File: config.mk
export PLATFORM = sky130hd
export DESIGN_NAME = ks_multiword_sequencer_flat
export DESIGN_NICKNAME = d
export VERILOG_FILES = /design/src/rtl/ks_multiword_sequencer_if.sv /design/src/rtl/ks_multiword_sequencer.sv /design/src/flat_wrapper.sv
export SDC_FILE = /design/constraint.sdc
export NUM_CORES = 1
export LEC_CHECK = 0
export ABC_AREA = 1
export CAP_MARGIN = 20
export CORE_ASPECT_RATIO = 0.5
export CORE_MARGIN = 4
export CORE_UTILIZATION = 30
export DETAILED_ROUTE_END_ITERATION = 16
export SLEW_MARGIN = 30
export SYNTH_ARGS = -nofsm -noshare
export SYNTH_HDL_FRONTEND = slang
export SYNTH_HIERARCHICAL = 1
export SYNTH_SLANG_ARGS = --single-unit
File: constraint.sdc
create_clock -name clk -period 4.8 [get_ports clk]
set_input_delay 0.72 -clock clk [delete_from_list [all_inputs] [get_ports clk]]
set_output_delay 0.72 -clock clk [all_outputs]
set_load 0.1 [all_outputs]
File: src/rtl/ks_multiword_sequencer_if.sv
// rtl/ks_multiword_sequencer_if.sv - start/result handshake bundle for the word-serial add/sub sequencer
interface ks_multiword_sequencer_if #(
  parameter int SIZE  = 8,
  parameter int WORDS = 4
);
  localparam int W = WORDS * SIZE;

  logic         start_valid;
  logic         start_ready;
  logic [W-1:0] op_a;
  logic [W-1:0] op_b;
  logic         sub;
  logic         c_in;
  logic         res_valid;
  logic         res_ready;
  logic [W-1:0] result;
  logic         c_out;
  logic         overflow;
  logic         busy;

  modport master (
    output start_valid, op_a, op_b, sub, c_in, res_ready,
    input  start_ready, res_valid, result, c_out, overflow, busy
  );

  modport slave (
    input  start_valid, op_a, op_b, sub, c_in, res_ready,
    output start_ready, res_valid, result, c_out, overflow, busy
  );
endinterface

File: src/rtl/ks_multiword_sequencer.sv
// rtl/ks_multiword_sequencer.sv - word-serial multi-precision add/sub on a shared Kogge-Stone adder
// Operands shift right one word per RUN cycle; sums shift in from the top so result ends LSW-aligned.
module ks_adder #(
  parameter int SIZE = 8
) (
  input  logic [SIZE-1:0] a,
  input  logic [SIZE-1:0] b,
  input  logic            c_in,
  output logic [SIZE-1:0] sum,
  output logic            c_out
);
  // Carry-in is folded into bit 0's generate, so every prefix G[i] is the carry into bit i+1.
  function automatic logic [SIZE:0] ks_add(input logic [SIZE-1:0] x, input logic [SIZE-1:0] y,
                                           input logic ci);
    logic [SIZE-1:0] hp, g, p, gn, pn;
    hp   = x ^ y;
    g    = x & y;
    g[0] = g[0] | (hp[0] & ci);
    p    = hp;
    for (int d = 1; d < SIZE; d = d * 2) begin
      gn = g;
      pn = p;
      for (int i = d; i < SIZE; i++) begin
        gn[i] = g[i] | (p[i] & g[i-d]);
        pn[i] = p[i] & p[i-d];
      end
      g = gn;
      p = pn;
    end
    return {g[SIZE-1], hp ^ {g[SIZE-2:0], ci}};
  endfunction

  assign {c_out, sum} = ks_add(a, b, c_in);
endmodule

module ks_multiword_sequencer #(
  parameter int SIZE  = 8,
  parameter int WORDS = 4
) (
  input  logic                       clk,
  input  logic                       rst,
  ks_multiword_sequencer_if.slave    bus
);
  localparam int            W        = WORDS * SIZE;
  localparam int            IW       = (WORDS > 1) ? $clog2(WORDS) : 1;
  localparam logic [IW-1:0] LAST_IDX = IW'(WORDS - 1);

  typedef enum logic [1:0] {S_IDLE, S_RUN, S_DONE} state_t;

  state_t          state_q, state_d;
  logic [IW-1:0]   idx_q, idx_d;
  logic            carry_q, carry_d;
  logic [W-1:0]    a_q, a_d;
  logic [W-1:0]    b_q, b_d;
  logic [W-1:0]    result_q, result_d;
  logic            c_out_q, c_out_d;
  logic            ovf_q, ovf_d;

  logic [SIZE-1:0] slice_sum;
  logic            slice_c;

  ks_adder #(.SIZE(SIZE)) u_adder (
    .a     (a_q[SIZE-1:0]),
    .b     (b_q[SIZE-1:0]),
    .c_in  (carry_q),
    .sum   (slice_sum),
    .c_out (slice_c)
  );

  always_comb begin
    state_d  = state_q;
    idx_d    = idx_q;
    carry_d  = carry_q;
    a_d      = a_q;
    b_d      = b_q;
    result_d = result_q;
    c_out_d  = c_out_q;
    ovf_d    = ovf_q;
    unique case (state_q)
      S_IDLE: begin
        if (bus.start_valid) begin
          a_d      = bus.op_a;
          b_d      = bus.sub ? ~bus.op_b : bus.op_b;
          carry_d  = bus.sub ? 1'b1 : bus.c_in;
          idx_d    = '0;
          result_d = '0;
          state_d  = S_RUN;
        end
      end
      S_RUN: begin
        result_d = W'({slice_sum, result_q} >> SIZE);
        a_d      = a_q >> SIZE;
        b_d      = b_q >> SIZE;
        carry_d  = slice_c;
        if (idx_q == LAST_IDX) begin
          // Current slice holds the operand MSBs on the final word.
          c_out_d = slice_c;
          ovf_d   = (a_q[SIZE-1] == b_q[SIZE-1]) && (slice_sum[SIZE-1] != a_q[SIZE-1]);
          state_d = S_DONE;
        end else begin
          idx_d = idx_q + IW'(1);
        end
      end
      S_DONE: begin
        if (bus.res_ready) begin
          state_d = S_IDLE;
        end
      end
      default: state_d = S_IDLE;
    endcase
  end

  always_ff @(posedge clk) begin
    if (rst) begin
      state_q  <= S_IDLE;
      idx_q    <= '0;
      carry_q  <= 1'b0;
      a_q      <= '0;
      b_q      <= '0;
      result_q <= '0;
      c_out_q  <= 1'b0;
      ovf_q    <= 1'b0;
    end else begin
      state_q  <= state_d;
      idx_q    <= idx_d;
      carry_q  <= carry_d;
      a_q      <= a_d;
      b_q      <= b_d;
      result_q <= result_d;
      c_out_q  <= c_out_d;
      ovf_q    <= ovf_d;
    end
  end

  assign bus.start_ready = (state_q == S_IDLE);
  assign bus.res_valid   = (state_q == S_DONE);
  assign bus.busy        = (state_q != S_IDLE);
  assign bus.result      = result_q;
  assign bus.c_out       = c_out_q;
  assign bus.overflow    = ovf_q;
endmodule

File: src/flat_wrapper.sv
// flat-port wrapper written by rule: the top's interface ports become plain ports
module ks_multiword_sequencer_flat 
#(
  parameter int SIZE  = 8,
  parameter int WORDS = 4
)
  (clk, rst, bus_start_valid, bus_op_a, bus_op_b, bus_sub, bus_c_in, bus_res_ready, bus_start_ready, bus_res_valid, bus_result, bus_c_out, bus_overflow, bus_busy);
  ks_multiword_sequencer_if #(.SIZE(SIZE), .WORDS(WORDS)) bus_i ();
  input  logic clk;
  input  logic rst;
  input wire logic [$bits(bus_i.start_valid)-1:0] bus_start_valid;
  input wire logic [$bits(bus_i.op_a)-1:0] bus_op_a;
  input wire logic [$bits(bus_i.op_b)-1:0] bus_op_b;
  input wire logic [$bits(bus_i.sub)-1:0] bus_sub;
  input wire logic [$bits(bus_i.c_in)-1:0] bus_c_in;
  input wire logic [$bits(bus_i.res_ready)-1:0] bus_res_ready;
  output wire logic [$bits(bus_i.start_ready)-1:0] bus_start_ready;
  output wire logic [$bits(bus_i.res_valid)-1:0] bus_res_valid;
  output wire logic [$bits(bus_i.result)-1:0] bus_result;
  output wire logic [$bits(bus_i.c_out)-1:0] bus_c_out;
  output wire logic [$bits(bus_i.overflow)-1:0] bus_overflow;
  output wire logic [$bits(bus_i.busy)-1:0] bus_busy;
  assign bus_i.start_valid = bus_start_valid;
  assign bus_i.op_a = bus_op_a;
  assign bus_i.op_b = bus_op_b;
  assign bus_i.sub = bus_sub;
  assign bus_i.c_in = bus_c_in;
  assign bus_i.res_ready = bus_res_ready;
  assign bus_start_ready = bus_i.start_ready;
  assign bus_res_valid = bus_i.res_valid;
  assign bus_result = bus_i.result;
  assign bus_c_out = bus_i.c_out;
  assign bus_overflow = bus_i.overflow;
  assign bus_busy = bus_i.busy;
  ks_multiword_sequencer #(.SIZE(SIZE), .WORDS(WORDS)) u_core (.clk(clk), .rst(rst), .bus(bus_i));
endmodule
==> results of run 1 <==
-- through the flow --
step,setup slack [ns],power [mW]
after CTS,1.742,2.126
final,1.756,2.096
after floorplan,2.118,1.243
after global placement,2.135,1.364
after detailed placement,2.124,1.369
after global routing,1.634,2.217
-- state kept, by name (all words and copies together), names as in the netlist --
register	count
u_core/bus.result	32
u_core/idx_q	2
u_core/a_q	32
u_core/bus.c_out	1
u_core/b_q	32
u_core/state_q	2
u_core/carry_q	1
u_core/bus.overflow	1
-- power groups by stage --
stage / clock [mW] / sequential [mW] / combinational, mW
floorplan: 0 / 0.983 / 0.260
global placement: 0 / 0.952 / 0.412
detailed placement: 0 / 0.953 / 0.416
CTS: 0.776 / 0.933 / 0.417
global route: 0.806 / 0.938 / 0.472
finish: 0.747 / 0.933 / 0.417
-- per-layer routing --
layer / vias up / part of all wire / wire, um / GRT usage
met4: 0 / 0.0078 / 102 / 0.03100
li1: 2646 / - / - / -
met1: 2125 / 0.49 / 6406 / 0.1745
met3: 8 / 0.036 / 472 / 0.02838
met2: 72 / 0.47 / 6076 / 0.2255
met5: - / 0 / 0 / 0
-- area by class of cell --
| cell class | count | area share |
|---|---|---|
| flip-flops and latches | 103 | 0.3101 |
| clock buffers | 9 | 0.03387 |
| well taps | 227 | 0.04272 |
| clock inverters | 7 | 0.01186 |
| multi-input cells | 585 | 0.3892 |
| repair buffers | 112 | 0.1705 |
| inverters | 74 | 0.04178 |
-- critical path: cells and delay by family (launching register included) --
| kind | cells | cell delay (ns) |
|---|---|---|
| DFF | 1 | 0.31 |
| buffers and inverters | 3 | 1.57 |
| and+or+nand+nor | 1 | 0.09 |
-- logic make-up after synthesis --
kind of cell | after synthesis
AO/OA/AOI/OAI | 99
XOR/XNOR | 11
AND/OR/NAND/NOR | 465
adder cells (fa/ha/maj) | 10
buffers and inverters | 123
flip-flops | 103
-- how the worst max path moves through the flow --
stage | end | from | depth (start not counted)
2_1_floorplan | bus_res_valid | u_core/state_q[0]$_SDFFE_PP0P_ | 3
3_3_place_gp | bus_busy | u_core/state_q[0]$_SDFFE_PP0P_ | 4
3_5_place_dp | bus_res_valid | u_core/state_q[1]$_SDFFE_PP0P_ | 3
4_1_cts | bus_res_valid | u_core/state_q[1]$_SDFFE_PP0P_ | 3
5_1_grt | bus_res_valid | u_core/state_q[1]$_SDFFE_PP0P_ | 3
6_report | bus_busy | u_core/state_q[0]$_SDFFE_PP0P_ | 4
-- cells in the final DEF (no fill, tap or decap), types with 2 or more instances in the layout --
cell type | netlist | layout
nand2_1 | 341 | 341
clkdlybuf4s50_1 | 0 | 105
dfxtp_1 | 103 | 103
a21oi_1 | 78 | 78
inv_1 | 69 | 69
nor2_1 | 63 | 63
nand3_1 | 54 | 54
o21ai_0 | 17 | 17
clkbuf_16 | 0 | 9
xor2_1 | 8 | 8
ha_1 | 8 | 8
buf_4 | 6 | 4
inv_6 | 0 | 3
inv_2 | 3 | 3
xnor2_1 | 3 | 3
clkinv_4 | 0 | 2
nand2_2 | 2 | 2
clkinv_1 | 2 | 2
nand3b_1 | 2 | 2
o21ai_1 | 2 | 2
fa_1 | 2 | 2
==> impl_metrics.json, run 1 <==
{
  "outcome": "completed",
  "ios": 107,
  "grt_usage": 0.1324,
  "die-width_um": 193.7,
  "synth_fa_ha_area_frac": 0.02709,
  "synth_top_area_frac": 0.3986,
  "clk_latency_ns": 0.34,
  "grt_max_degree": 123,
  "powerDensity_nw_per_um2": 315.2,
  "fin_setup_tns_ns": 0,
  "syn2layout_area_growth_pct": 28.54,
  "synth-xor-area-share": 0.01863,
  "min-delay-start": "u_core/bus.result[3]$_SDFFE_PP0P_",
  "yosysTopAreaCell": "dfxtp_1",
  "routed_wl_um": 13060,
  "seqCellArea_um2": 2062,
  "start_util": 0.3109,
  "async_flop_share": 0,
  "cts_max_path_buffers": 2,
  "dr_total_vias": 4851,
  "gr-total-overflow": 0,
  "whs_path_depth": 2,
  "clk_pin_slew_ns": 0.07,
  "ys_ff_latch": 103,
  "fin_cells": 1117,
  "synth.yosys.warnings": 6,
  "route.detailed.drc": 0,
  "r2r_setup_slack_ns": 2.72,
  "grt_pass1_wl_um": 21540,
  "crit_path_top_delay_cell": "clkdlybuf4s50_1",
  "reg2regPathDepth": 6,
  "core_um2": 16640,
  "pwr-share-seq": 0.445,
  "combinationalPowerShare": 0.199,
  "cts_setup_buffers": 0,
  "die_y_um": 100.9,
  "maxSlewHeadroom": 0.3280,
  "switching_share": 0.2957,
  "netlist_area_um2": 5172,
  "multiInputGateArea_um2": 2587,
  "diodes": 0,
  "hold_path_end": "u_core/bus.result[3]$_SDFFE_PP0P_",
  "clock_sinks": 103,
  "syn_inst": 811,
  "numPortBuffers": 106,
  "switchingPower_uw": 619.7,
  "end_kind": "output port",
  "hold_viol_final": 0,
  "avgSynthCellArea_um2": 6.378,
  "setup.worst_path.class": "reg -> out",
  "power_leakage_nw": 2.897,
  "holdWs_ns": 0.4617,
  "max_freq_mhz": 328.5,
  "final_area_um2": 6649,
  "wire_per_inst_um": 11.69,
  "ys_top_cells_by_area": "dfxtp_1, nand2_1, a21oi_1",
  "clock_skew_ns": 0.005577,
  "cpPeakStageDelay_ns": 1.13,
  "yosys.area_share.simple": 0.3549,
  "drive_gt1_frac": 0.03596,
  "maxSlewViolCount": 0,
  "tritoncts": "built",
  "die_area_um2": 19530,
  "globalplace.congestion": 0.7751,
  "synthFlopType": "dfxtp_1",
  "crit_chain": "buf_4, inv_1, nand2_1, clkdlybuf4s50_1",
  "setup_viol": 0,
  "crit_path_start_kind": "flop",
  "drv_cap": 0,
  "vias_per_cell": 4.343,
  "synth.distinct_cells": 25,
  "dp.cells": 1100,
  "synth_edf_count": 0,
  "drtIter0Drc": 250,
  "yosysMostFrequentCell": "nand2_1",
  "fill_cells": 1811,
  "grt_pass1_vias": 4504,
  "r2r_end": "u_core/b_q[16]$_SDFFE_PP0P_",
  "utilization": 0.3996,
  "synth_compound_area_frac": 0.09869,
  "syn-num-nets": 891,
  "required_ns": 4.08,
  "path_max_fanout": 29,
  "peakVddDrop_v": 0.0001759,
  "htree_levels": 3,
  "tightestPinTransition_ns": 1.005,
  "cts_resized": 0,
  "seq_area_frac_synth": 0.3986,
  "antenna_found_initial": 0,
  "cts-hold-fix-buffers": 0,
  "muxShareOfSynthArea": 0,
  "cp.arrival_ns": 2.32,
  "post-route-period-util": 0.6343,
  "grt_setup_unrepaired": "no",
  "drt-pass1-iter-count": 4,
  "finalCriticalPeriod_ns": 3.044,
  "p_clk_frac": 0.356,
  "dp_hpwl_um": 8974,
  "numCtsBuffers": 9,
  "worstReg2RegStart": "u_core/state_q[1]$_SDFFE_PP0P_",
  "dpl_cell_area_um2": 6317,
  "synth_common_cells": "nand2_1, dfxtp_1, a21oi_1, inv_1, nor2_1",
  "synth_top_family_by_area": "simple AND/OR/NAND/NOR gates",
  "nNetsFinal": 965,
  "hp-class": "reg -> reg",
  "row_count": 33,
  "intPower_mw": 1.476,
  "clockRootBuffer": "clkbuf_16",
  "drtAntennaViolNets": 0
}
No activity file was read; power rests on OpenSTA's default activity.
==> inputs of run 2 (changes only) <==
Clock period 4.8 ns to 2.7 ns, I/O delays scaled along.
==> impl_metrics.json, run 2 (same netlist as run 1, synthesis figures left out) <==
{
  "clk_latency_ns": 0.34,
  "fill_cells": 1785,
  "grt_pass1_vias": 4515,
  "outcome": "completed",
  "dp_hpwl_um": 9219,
  "peakVddDrop_v": 0.0002553,
  "setup.worst_path.class": "reg -> out",
  "maxSlewHeadroom": 0.4370,
  "grt_setup_unrepaired": "no",
  "numCtsBuffers": 9,
  "required_ns": 2.30,
  "final_cell_mix": "nand2_1, dfxtp_1, a21oi_1, inv_1, clkdlybuf4s50_1",
  "die_area_um2": 19530,
  "hold_path_end": "u_core/bus.result[5]$_SDFFE_PP0P_",
  "diodes": 0,
  "clockRootBuffer": "clkbuf_16",
  "core_um2": 16640,
  "grt_pass1_wl_um": 21690,
  "htree_levels": 3,
  "drive_gt1_frac": 0.07960,
  "seqCellArea_um2": 2062,
  "setup_viol": 0,
  "powerDensity_nw_per_um2": 552.0,
  "holdWs_ns": 0.4629,
  "antenna_found_initial": 0,
  "cts_max_path_buffers": 2,
  "layout_commonest_cell": "nand2_1",
  "whs_path_depth": 2,
  "multiInputGateArea_um2": 2587,
  "dr_total_vias": 4955,
  "grt_usage": 0.1341,
  "cts_resized": 0,
  "fin_setup_tns_ns": 0,
  "reg2regPathDepth": 12,
  "critPathLaunch": "u_core/state_q[1]$_SDFFE_PP0P_",
  "r2r_end": "u_core/carry_q$_SDFFE_PP0P_",
  "clock_sinks": 103,
  "crit_path_start_kind": "flop",
  "globalplace.congestion": 0.8223,
  "fin_cells": 1119,
  "tightestPinTransition_ns": 0.8445,
  "die-width_um": 193.7,
  "dp.cells": 1105,
  "cts_setup_buffers": 0,
  "drtIter0Drc": 280,
  "drv_cap": 0,
  "row_count": 33,
  "grt_max_degree": 123,
  "start_util": 0.3109,
  "vias_per_cell": 4.428,
  "max_freq_mhz": 524.4,
  "clock_skew_ns": 0.01013,
  "hp-class": "reg -> reg",
  "syn2layout_area_growth_pct": 26.80,
  "ios": 107,
  "post-place-ws_ns": 0.7933,
  "maxSlewViolCount": 0,
  "wire_per_inst_um": 11.80,
  "clk_pin_slew_ns": 0.07,
  "route.detailed.drc": 0,
  "path_max_fanout": 27,
  "r2r_setup_slack_ns": 0.90,
  "nNetsFinal": 969,
  "gr-total-overflow": 0,
  "cts-hold-fix-buffers": 0,
  "post-route-period-util": 0.7062,
  "p_total_mw": 3.621,
  "drt-pass1-iter-count": 7,
  "cp.arrival_ns": 1.50,
  "drtAntennaViolNets": 0,
  "die_y_um": 100.9,
  "worstReg2RegStart": "u_core/a_q[0]$_SDFFE_PP0P_",
  "power_leakage_nw": 2.967,
  "tritoncts": "built",
  "numPortBuffers": 106,
  "hold_viol_final": 0,
  "end_kind": "output port",
  "finalCriticalPeriod_ns": 1.907,
  "timing.final.ws_setup_ns": 0.7932,
  "routed_wl_um": 13210,
  "min-delay-start": "u_core/bus.result[5]$_SDFFE_PP0P_"
}
-- run 2: cell type report --
class,count,share of cell area
Multi-Input combinational cell,585,0.3945
Sequential cell,103,0.3144
Timing Repair Buffer,116,0.1641
Tap cell,227,0.04330
Inverter,74,0.04235
Clock buffer,10,0.03644
Clock inverter,4,0.004960
-- run 2: power breakdown --
part / switching (mW) / internal [mW]
clock network: 0.569 / 0.645
logic: 0.458 / 0.286
registers: 0.0533 / 1.61
-- run 2: how the worst max path moves through the flow --
stage | end | slack (ns) | depth (start not counted)
final | bus_res_valid | 0.79 | 4
after global routing | bus_res_valid | 0.66 | 4
after CTS | bus_res_valid | 0.77 | 4
after detailed placement | u_core/b_q[0]$_SDFFE_PP0P_ | 0.79 | 6
after global placement | u_core/a_q[1]$_SDFFE_PP0P_ | 0.82 | 6
after floorplan | u_core/b_q[29]$_SDFFE_PP0P_ | 0.20 | 6
-- run 2: per-layer routing --
metal / track usage / up-vias / wire length [um]
li1: - / 2647 / -
met1: 0.1791 / 2189 / 6460
met5: 0 / - / 0
met4: 0.04078 / 0 / 190
met2: 0.2193 / 105 / 5926
met3: 0.03005 / 14 / 632
-- run 2: worst max-delay path, stage by stage (launching register included) --
cell and delay [ns]:
dfxtp_1 0.41, inv_2 0.06, buf_4 0.23, nor2_1 0.15, buf_4 0.31
-- run 2: metrics by stage --
| step | util | instance area (um2) |
|---|---|---|
| finish | 0.3942 | 6559 |
| global route | 0.3942 | 6559 |
| CTS | 0.3942 | 6559 |
| detailed placement | 0.3778 | 6287 |
| global placement | 0.3778 | 6287 |
| floorplan | - | 5172 |
==> inputs of run 3 (changes only) <==
Clock period 2.7 ns to 1.95 ns, I/O delays scaled along.
==> impl_metrics.json, run 3 (same netlist as run 1, synthesis figures left out) <==
{
  "crit_path_top_delay_cell": "dfxtp_1",
  "ios": 107,
  "worst-path-stages": 4,
  "hold_viol_final": 0,
  "clock_sinks": 103,
  "clk_pin_slew_ns": 0.07,
  "grt_pass1_wl_um": 21590,
  "drive_gt1_frac": 0.08268,
  "holdWs_ns": 0.4627,
  "dr_total_vias": 4905,
  "start_util": 0.3109,
  "setup.worst_path.class": "reg -> out",
  "clockRootBuffer": "clkbuf_16",
  "maxSlewHeadroom": 0.4450,
  "drv_cap": 0,
  "path_max_fanout": 26,
  "fin_setup_tns_ns": 0,
  "numCtsBuffers": 9,
  "grt_setup_unrepaired": "no",
  "r2r_setup_slack_ns": 0.18,
  "fill_cells": 1822,
  "diodes": 0,
  "hp-class": "reg -> reg",
  "gr-total-overflow": 0,
  "layout_commonest_cell": "nand2_1",
  "cts_resized": 0,
  "core_um2": 16640,
  "combinationalPowerShare": 0.207,
  "grt_pass1_vias": 4445,
  "drt-pass1-iter-count": 4,
  "seqCellArea_um2": 2062,
  "dp_hpwl_um": 9263,
  "grt_usage": 0.1325,
  "dp.cells": 1106,
  "route.detailed.drc": 0,
  "drtIter0Drc": 246,
  "wire_per_inst_um": 11.55,
  "grt_max_degree": 77,
  "nNetsFinal": 970,
  "numPortBuffers": 106,
  "crit_end": "bus_res_valid",
  "tritoncts": "built",
  "cp.arrival_ns": 1.53,
  "htree_levels": 3,
  "final_cell_mix": "nand2_1, dfxtp_1, a21oi_1, inv_1, clkdlybuf4s50_1",
  "antenna_found_initial": 0,
  "tightestPinTransition_ns": 0.8325,
  "cpPeakStageDelay_ns": 0.45,
  "p_clk_frac": 0.338,
  "syn2layout_area_growth_pct": 28.42,
  "r2r_end": "u_core/carry_q$_SDFFE_PP0P_",
  "reg2regPathDepth": 12,
  "max_freq_mhz": 549.9,
  "cts_setup_buffers": 0,
  "intPower_mw": 3.525,
  "post-place-ws_ns": 0.1695,
  "outcome": "completed",
  "maxSlewViolCount": 0,
  "crit_path_start_kind": "flop",
  "crit_chain": "inv_2, buf_4, nor2_2, buf_12",
  "globalplace.congestion": 0.7767,
  "switching_share": 0.3034,
  "path_delay_family": "buffers and inverters",
  "vias_per_cell": 4.372,
  "drtAntennaViolNets": 0,
  "row_count": 33,
  "clk_latency_ns": 0.35,
  "peakVddDrop_v": 0.0004180,
  "clock_skew_ns": 0.01130,
  "routed_wl_um": 12960,
  "fin_cells": 1122,
  "critPathLaunch": "u_core/state_q[1]$_SDFFE_PP0P_",
  "power_leakage_nw": 2.997,
  "end_kind": "output port",
  "final_area_um2": 6643,
  "required_ns": 1.66,
  "timing.final.ws_setup_ns": 0.1316,
  "die_area_um2": 19530,
  "finalCriticalPeriod_ns": 1.818,
  "cts_max_path_buffers": 2,
  "die_y_um": 100.9,
  "cp_num_buf_inv": 3,
  "powerDensity_nw_per_um2": 761.7,
  "dpl_cell_area_um2": 6367,
  "multiInputGateArea_um2": 2597,
  "pwr-share-seq": 0.455,
  "die-width_um": 193.7,
  "post-route-period-util": 0.9325,
  "switchingPower_mw": 1.535,
  "setup_viol": 0,
  "worstReg2RegStart": "u_core/a_q[0]$_SDFFE_PP0P_",
  "cts-hold-fix-buffers": 0
}
-- run 3: cell count changes in the layout (fill, tap and decap cells not counted) --
cell,previous run,this run
buf_4,44,40
nor2_4,1,2
inv_6,1,2
buf_12,3,8
clkinv_4,1,2
clkbuf_1,0,2
clkbuf_8,1,0
nor2_2,0,1
clkinvlp_4,2,1
nor2_1,63,61
-- run 3: area by class of cell --
class | count | area share
multi-input cells | 585 | 0.3910
repair buffers | 117 | 0.1725
clock buffers | 11 | 0.03503
well taps | 227 | 0.04276
flip-flops and latches | 103 | 0.3104
clock inverters | 5 | 0.006404
inverters | 74 | 0.04182
-- run 3: worst register-to-register path, cell delays in order, from the launching register on --
cell and delay (ns):
dfxtp_1 0.33, fa_1 0.44, inv_1 0.09, fa_1 0.20, inv_1 0.06, nand3_1 0.09
nand3_1 0.09, nand2_1 0.08, nand2_1 0.07, nand2_1 0.07, nand2_1 0.05, nor2_1 0.09
nor2_1 0.04
-- run 3: how the worst min path moves through the flow --
stage	slack [ns]	from	cells past startpoint	endpoint
after detailed placement	0.46	u_core/a_q[29]$_SDFFE_PP0P_	2	u_core/a_q[29]$_SDFFE_PP0P_
after global placement	0.45	u_core/bus.result[7]$_SDFFE_PP0P_	2	u_core/bus.result[7]$_SDFFE_PP0P_
final	0.46	u_core/bus.result[2]$_SDFFE_PP0P_	2	u_core/bus.result[2]$_SDFFE_PP0P_
after CTS	0.47	u_core/a_q[29]$_SDFFE_PP0P_	2	u_core/a_q[29]$_SDFFE_PP0P_
after global routing	0.48	u_core/b_q[9]$_SDFFE_PP0P_	2	u_core/b_q[9]$_SDFFE_PP0P_
after floorplan	0.44	bus_op_a[24]	2	u_core/a_q[24]$_SDFFE_PP0P_
-- run 3: stage by stage --
step                power, mW  utilization
detailed placement      3.410       0.3827
global route            5.357       0.3992
global placement        3.400       0.3827
CTS                     5.144       0.3992
floorplan               3.061            -
finish                  5.059       0.3992
-- run 3: power groups by stage --
stage          registers [mW]  clock network [mW]  logic, mW
6_report                 2.30                1.71       1.05
5_1_grt                  2.32                1.86       1.18
4_1_cts                  2.30                1.78       1.06
3_5_place_dp             2.35                   0       1.06
3_3_place_gp             2.35                   0       1.05
2_1_floorplan            2.42                   0      0.642
-- run 3: per-layer routing --
metal  up-vias  track usage  part of all wire  wire length, um
li1       2656            -                 -                -
met5         -            0                 0                0
met1      2148       0.1809              0.49             6343
met3        13      0.02871             0.043              555
met2        88       0.2158              0.46             5916
met4         0      0.03317             0.011              141
